`src/rtl/uart_mem_dump_tx.sv`:
```
`default_nettype none
// +--------------------------------------------------------------------------+
// | Module   : uart_mem_dump_tx                                              |
// | Function : reads a range of memory words, sends them as 8N1 UART bytes   |
// | Revision : 1.0 - initial release                                         |
// +--------------------------------------------------------------------------+
module uart_mem_dump_tx #(
   parameter int CLKS_PER_BIT = 87,
   parameter int ADDR_W       = 14
) (
   input  logic              clk,
   input  logic              rst,
   input  logic              start,
   input  logic [ADDR_W-1:0] base_addr,
   input  logic [ADDR_W:0]   word_count,
   output logic              rd_en,
   output logic [ADDR_W-1:0] rd_adr,
   input  logic [31:0]       rd_data,
   output logic              tx,
   output logic              busy,
   output logic              done
);

   localparam int c_BAUD_W = (CLKS_PER_BIT > 2) ? $clog2(CLKS_PER_BIT) : 1;
   localparam logic [c_BAUD_W-1:0] c_BAUD_LAST = c_BAUD_W'(CLKS_PER_BIT - 1);
   localparam logic [3:0] c_BIT_START = 4'd0;
   localparam logic [3:0] c_BIT_STOP  = 4'd9;
   localparam logic [1:0] c_BYTE_LAST = 2'd3;

   localparam logic [2:0] c_IDLE = 3'd0;
   localparam logic [2:0] c_READ = 3'd1;
   localparam logic [2:0] c_WAIT = 3'd2;
   localparam logic [2:0] c_SEND = 3'd3;
   localparam logic [2:0] c_DONE = 3'd4;

   logic [2:0]          r_state;
   logic [2:0]          w_next_state;
   logic [ADDR_W-1:0]   r_addr;
   logic [ADDR_W:0]     r_count;
   logic [31:0]         r_word;
   logic [c_BAUD_W-1:0] r_baud;
   logic [3:0]          r_bit;
   logic [1:0]          r_byte;

   logic w_accept;
   logic w_empty_req;
   logic w_baud_end;
   logic w_byte_end;
   logic w_word_end;
   logic w_last_word;

   assign w_accept    = (r_state == c_IDLE) && start;
   assign w_empty_req = (word_count == '0);
   assign w_baud_end  = (r_state == c_SEND) && (r_baud == c_BAUD_LAST);
   assign w_byte_end  = w_baud_end && (r_bit == c_BIT_STOP);
   assign w_word_end  = w_byte_end && (r_byte == c_BYTE_LAST);
   assign w_last_word = (r_count == (ADDR_W+1)'(1));

   // State register
   always_ff @(posedge clk or negedge rst) begin
      if (!rst) begin
         r_state <= c_IDLE;
      end else begin
         r_state <= w_next_state;
      end
   end

   // Next-state logic
   always_comb begin
      w_next_state = r_state;
      case (r_state)
         c_IDLE: begin
            if (start) begin
               w_next_state = w_empty_req ? c_DONE : c_READ;
            end
         end
         c_READ: w_next_state = c_WAIT;
         c_WAIT: w_next_state = c_SEND;
         c_SEND: begin
            if (w_word_end) begin
               w_next_state = w_last_word ? c_DONE : c_READ;
            end
         end
         c_DONE:  w_next_state = c_IDLE;
         default: w_next_state = c_IDLE;
      endcase
   end

   // Output logic; tx depends only on state so an async reset idles the line at once
   always_comb begin
      tx    = 1'b1;
      busy  = 1'b0;
      done  = 1'b0;
      rd_en = 1'b0;
      case (r_state)
         c_READ: begin
            busy  = 1'b1;
            rd_en = 1'b1;
         end
         c_WAIT: busy = 1'b1;
         c_SEND: begin
            busy = 1'b1;
            if (r_bit == c_BIT_START) begin
               tx = 1'b0;
            end else if (r_bit == c_BIT_STOP) begin
               tx = 1'b1;
            end else begin
               tx = r_word[0];
            end
         end
         c_DONE:  done = 1'b1;
         default: tx = 1'b1;
      endcase
   end

   assign rd_adr = r_addr;

   // Address and remaining-word bookkeeping; address only advances when another read follows
   always_ff @(posedge clk or negedge rst) begin
      if (!rst) begin
         r_addr  <= '0;
         r_count <= '0;
      end else if (w_accept) begin
         r_addr  <= base_addr;
         r_count <= word_count;
      end else if (w_word_end) begin
         r_count <= r_count - (ADDR_W+1)'(1);
         if (!w_last_word) begin
            r_addr <= r_addr + ADDR_W'(1);
         end
      end
   end

   // Serialiser: the word register shifts right once per data bit, giving LSB-first little-endian order
   always_ff @(posedge clk or negedge rst) begin
      if (!rst) begin
         r_word <= '0;
         r_baud <= '0;
         r_bit  <= '0;
         r_byte <= '0;
      end else if (r_state == c_WAIT) begin
         r_word <= rd_data;
         r_baud <= '0;
         r_bit  <= '0;
         r_byte <= '0;
      end else if (r_state == c_SEND) begin
         if (w_baud_end) begin
            r_baud <= '0;
            if ((r_bit != c_BIT_START) && (r_bit != c_BIT_STOP)) begin
               r_word <= {1'b0, r_word[31:1]};
            end
            if (w_byte_end) begin
               r_bit  <= '0;
               r_byte <= r_byte + 2'd1;
            end else begin
               r_bit <= r_bit + 4'd1;
            end
         end else begin
            r_baud <= r_baud + c_BAUD_W'(1);
         end
      end
   end

endmodule
`default_nettype wire

```
`config.mk`:
```
export PLATFORM = sky130hd
export DESIGN_NAME = uart_mem_dump_tx
export DESIGN_NICKNAME = d
export VERILOG_FILES = /design/src/rtl/uart_mem_dump_tx.sv
export SDC_FILE = /design/constraint.sdc
export NUM_CORES = 1
export LEC_CHECK = 0
export BUFFER_PORTS_ARGS = -buffer_cell sky130_fd_sc_hd__buf_2
export CORE_ASPECT_RATIO = 0.7
export CORE_MARGIN = 4
export CORE_UTILIZATION = 55
export DETAILED_ROUTE_END_ITERATION = 8
export GPL_TIMING_DRIVEN = 0
export PLACE_DENSITY = 0.8
export SETUP_SLACK_MARGIN = 0.05
export SKIP_LAST_GASP = 1
export SYNTH_ARGS = -nofsm -noshare
export SYNTH_HDL_FRONTEND = slang
export SYNTH_SLANG_ARGS = --single-unit
```
`constraint.sdc`:
```
create_clock -name clk -period 3.24 [get_ports clk]
set_clock_uncertainty 0.15 [all_clocks]
set_input_delay 0.162 -clock clk [delete_from_list [all_inputs] [get_ports clk]]
set_output_delay 0.162 -clock clk [all_outputs]
set_load 0.02 [all_outputs]
```
-- Word level (Yosys, flattened, before mapping)
Cells that the tools add are included.
- output and inout bits: 18
- logic and storage cells: 75
- input port bits: 64
- register bits after elaboration: 77
- reduce and logical (&&, ||, !) cells: 20
- mux-type cells: 31
- add/sub/neg operators: 5
- equality and inequality tests: 12
- operator list (cell ; count):
    $mux 32 ; 4
    $mux 14 ; 3
    $mux 15 ; 2
    $mux 7 ; 3
    $mux 4 ; 4
    $eq 15x1->1 const B ; 1
    $logic_not 15->1 ; 1
    $sub 15x1->15 const B ; 1
    $add 14x1->14 const B ; 1
    $mux 3 ; 4
    $pmux 3 s4 ; 1
    $reduce_bool 2->1 ; 5
    $mux 2 ; 4
    $add 7x1->7 const B ; 1
    $eq 7x7->1 const B ; 1
    $eq 3x2->1 const B ; 2
    $mux 1 ; 6
    $ne 2x2->1 const B ; 3
    $reduce_and 2->1 ; 3
    $reduce_and 3->1 ; 2
    $logic_and 1x1->1 ; 5
    $add 4x1->4 const B ; 1
    $eq 4x4->1 const B ; 1
    $logic_not 4->1 ; 1
    other kinds (8) ; 8

-- Depth between registers and ports, before layout
- depth in word-level cells: 7
- mapped depth: 9
- gate-level depth less buffers: 7

-- Worst setup path before layout
OpenSTA, ideal clock, no wires.
- path type: reg2reg
- start: register r_bit[1]
- end: register r_addr[6], in the netlist rd_adr[6]
- library setup time: 0.137 ns
- data required time: 2.953 ns
- path slack: 0.965 ns
- arrival time: 1.988 ns
- clock period less this slack: 2.275 ns
- stages on the path, launching flop included: 10
- buffers on the path: 2
- cell sequence: dfrtp_1 > inv_1 > ha_1 > nand3b_4 > or4_4 > buf_6 > buf_6 > nor3_2 > xnor2_1 > a21oi_1
- word-level cells in the longest chain between the ends: 5
- ends and longest elaborated chain (item ; line ; RTL):
    start: declaration ; 42 ; logic [3:0] r_bit;
    start signal: assignment ; 156 ; r_bit <= r_bit + 4'd1;
    $eq 4x4->1 ; 55 ; assign w_byte_end = w_baud_end && (r_bit == c_BIT_STOP);
    $logic_and 1x1->1 ; 55 ;
    $logic_and 1x1->1 ; 56 ; assign w_word_end = w_byte_end && (r_byte == c_BYTE_LAST);
    $reduce_bool 2->1 (no line) ; n/a ;
    $reduce_and 2->1 (no line) ; n/a ;
    end signal: assignment ; 124 ; r_addr <= base_addr;
    end signal: assignment ; 129 ; r_addr <= r_addr + ADDR_W'(1);
    end: declaration ; 38 ; logic [ADDR_W-1:0] r_addr;
Every way passes these cells.
A chain may end at the register's enable or synchronous reset.

-- Final worst setup path
- start: register r_bit[0]
- end: register r_word[4]
- word-level cells in the longest chain between the ends: 4
- elaborated cells between the ends (all ways): 5
- those cells by class: eq/ne (1); reduce/logical (4)
- ends and longest elaborated chain (item ; line ; RTL):
    $ne 4x4->1 or $reduce_bool 4->1 (tied branches) ; 149 ; if ((r_bit != c_BIT_START) && (r_bit != c_BIT_STOP)) begin
    $logic_and 1x1->1 * ; 149 ;
    $reduce_bool 2->1 (no line) * ; n/a ;
    $reduce_and 3->1 (no line) * ; n/a ;
    end signal: assignment ; 142 ; r_word <= rd_data;
    end signal: assignment ; 150 ; r_word <= {1'b0, r_word[31:1]};
    end: declaration ; 40 ; logic [31:0] r_word;
Every way passes the cells marked *; elsewhere a longest branch is shown, timed or not.

==> out/results.tsv <==
metric	value	unit
run_status	completed	
postCtsHoldBufs	59	
report.final.hold_viol_count	0	
post_synth_inst_count	430	
avgRoutedWirePerCell	15.71	um
syn_avg_cell_area	9.701	um^2
endpoint	r_word[4]	
grt.total_usage	0.2489	
syn_nets	503	
clk-insertion-delay-late	360	ps
mappedNetlistArea	4172	um^2
compound_gate_fraction_of_synth_area	0.1179	
num_rows	26	
routed_vias	3859	
die-height	80.87	um
rsz0062_at_grt	false	
count_of_nets_after_finishing	655	
sequential_element_share_of_the_synthesized_area	0.4619	
placement.io_buffers	81	
power.static_leakage	2.248	nW
clock.fmax	0.3845	GHz
postCtsSetupBuffers	0	
postRouteWirelength	10.78	mm
simple_gate_portion_of_the_synthesized_area	0.2298	
synth.mux.area_fraction	0.07708	
synth-warning-count	0	
cts-htree-levels	3	
drive_gt1_frac	0.2129	
layout.cells.most_common	buf_2	
critPathMaxStageDelay	450	ps
place.gp.congestion	0.9453	
crit_path_cell_chain	inv_1 -> ha_1 -> mux2_2 -> a211o_1 -> a21oi_2 -> clkbuf_1 -> nor2_1 -> a21oi_1	
area_growth_syn_to_fin	32.54	%
drt-pass1-iter-count	6	
reg2reg_slack	640	ps
critical-path-slowest-cell	clkbuf_1	
cts.sinks	77	
setup-violations-final	0	
share_of_the_synthesized_netlist_area_taken_by_xor_and_xnor_gates	0.05039	
grt_overflow_total	0	
depth_of_the_worst_register_to_register_path	8	
die_width	112.1	um
floorplan.core_area	7320	um^2
post_cts_resize_count	0	
critPathCaptureType	register	
setup.worst_path.class	register to register	
combinational_family_with_the_most_area_after_synthesis	simple AND/OR/NAND/NOR gates	
synth_edf_count	0	
timing.max_cap.violations	0	
finalWorstPathRequiredPeriod	2601	ps
cts_inserted_buffers	9	
ctsRootBufferMaster	clkbuf_8	
post_synth_fa_ha_maj_area_fraction	0.02699	
clock_path_buffers	2	
grt_first_pass_wirelength	18.21	mm
drt_first_iter_violations	254	
ant_nets	0	
die_area	9064	um^2
timing_max_transition_violations_final	0	
placed_cells	610	
layout.cells.most_common_list	buf_2, dfrtp_1, dlygate4sd3_1	
tightest_slew	588.2	ps
vias_per_cell	5.625	
postSynth.asyncResetShare	1.000	
min_path_type	primary input to register	
layout.cells.non_filler	686	
cp.arrival	2730	ps
start_util	0.5699	
finalCritPeriodShare	0.8027	
worst_ep_required_time	3370	ps
crit_fanout	10	
reg2reg_to	r_word[4]	
clk_pin_slew_worst_paths	80	ps
peak_supply_drop	0.0002848	V
startpoint	r_bit[0]	
timing.slew.headroom	0.6023	
regToRegStartpoint	r_bit[0]	
grt_pass1_vias	3867	
fin_tns_setup	0	ps
ys_seq_elements	77	
route.detailed.drc	0	
critical_path.startpoint_type	register	
postSynth.topFlopCell	dfrtp_1	
tritoncts	done	
synth_cell_types	52	
power_density	445.6	nW/um^2
grt_start_max_net_pins	59	
antenna_found_initial	0	
num_ports	82	
post_detail_place_hpwl	7.063	mm
-- cell type report --
class / count / area, um^2
fill: 515 / 1790
clock inverter: 5 / 75.07
multi-input combinational: 321 / 2095
tap: 98 / 122.6
clock buffer: 11 / 131.4
antenna: 1 / 2.502
sequential: 77 / 1927
buffer: 23 / 116.4
timing repair buffer: 141 / 1026
inverter: 9 / 33.78
-- synth_stat cells, drive strengths merged, types with 2 or more instances --
cell type / count / area (um^2)
or3: 3 / 18.77
and4: 4 / 35.03
nand2b: 3 / 18.77
nand4b: 5 / 50.04
nor3: 10 / 81.33
inv: 9 / 33.78
xnor2: 13 / 113.9
and2: 2 / 12.52
and3: 3 / 18.77
o211ai: 5 / 37.54
clkbuf: 14 / 52.55
o311ai: 4 / 35.03
nand3b: 5 / 50.05
nand2: 35 / 131.4
ha: 9 / 112.6
nor2b: 2 / 12.51
buf: 9 / 63.81
nor4b: 4 / 53.80
o21ai: 29 / 145.1
dfrtp: 77 / 1927
xor2: 11 / 96.34
a21oi: 41 / 209.0
nand3: 16 / 80.08
or4: 4 / 33.78
nand4: 8 / 50.05
nor2: 54 / 205.2
nor4: 9 / 83.83
mux2i: 31 / 310.3
-- registers in the layout, summed over array words and instances, names as in the netlist --
signal and flops:
rd_adr 14, r_baud 7, r_word 32, r_state 3, r_count 15, r_byte 2
r_bit 4
-- per-layer routing --
metal | wire, um | GRT usage | share of wire
met1 | 4778 | 0.3309 | 0.44
met2 | 5177 | 0.4049 | 0.48
met3 | 584 | 0.05287 | 0.054
met4 | 240 | 0.09724 | 0.022
met5 | 0 | 0 | 0
-- worst max-delay path: cells and delay by family (launching register included) --
family | cells | cell delay [ps]
compound gates | 3 | 810
buf+inv | 2 | 550
flops | 1 | 420
mux | 1 | 260
fa+ha+maj | 1 | 230
simple gates | 1 | 100
-- metrics by stage --
| step | utilization | cell area, um^2 | setup slack [ps] | hold slack (ps) | power [mW] |
|---|---|---|---|---|---|
| 6_report | 0.7554 | 5529 | 639.2 | 11.67 | 2.464 |
| 5_1_grt | 0.7550 | 5527 | 450.0 | 11.84 | 2.586 |
| 4_1_cts | 0.7550 | 5527 | 708.0 | 1.300 | 2.465 |
| 3_5_place_dp | 0.6462 | 4730 | 713.9 | -77.14 | 1.632 |
| 3_3_place_gp | 0.6421 | 4700 | 830.1 | 221.1 | 1.602 |
| 2_1_floorplan | - | 4172 | 965.2 | -283.6 | 1.468 |
-- logic make-up (layout without fill, tap and decap cells) --
family | Yosys count | count (layout)
and+or+nand+nor | 169 | 169
AOI/OAI and AO/OA | 87 | 87
xor gates and xnor gates | 24 | 24
DFF | 77 | 77
adders and majority gates | 9 | 9
buffers and inverters | 32 | 189
muxes | 32 | 32
other | 0 | 1
-- power breakdown --
group	leakage, nW	total (mW)	internal [mW]	switching (mW)
Combinational	1.29	0.463	0.236	0.227
Sequential	0.847	1.22	1.09	0.125
Clock	0.107	0.785	0.431	0.354
-- worst min path at each step --
stage                     slack [ps]   startpoint    endpoint  cells past startpoint
after CTS                          1   rd_data[4]   r_word[4]                      3
final                             10  rd_data[26]  r_word[26]                      3
after detailed placement         -80          rst   r_word[8]                      1
after global routing              10   rd_data[4]   r_word[4]                      3
after global placement           220  rd_data[31]  r_word[31]                      3
after floorplan                 -280          rst   r_baud[0]                      0
No activity file was read; power rests on OpenSTA's default activity.
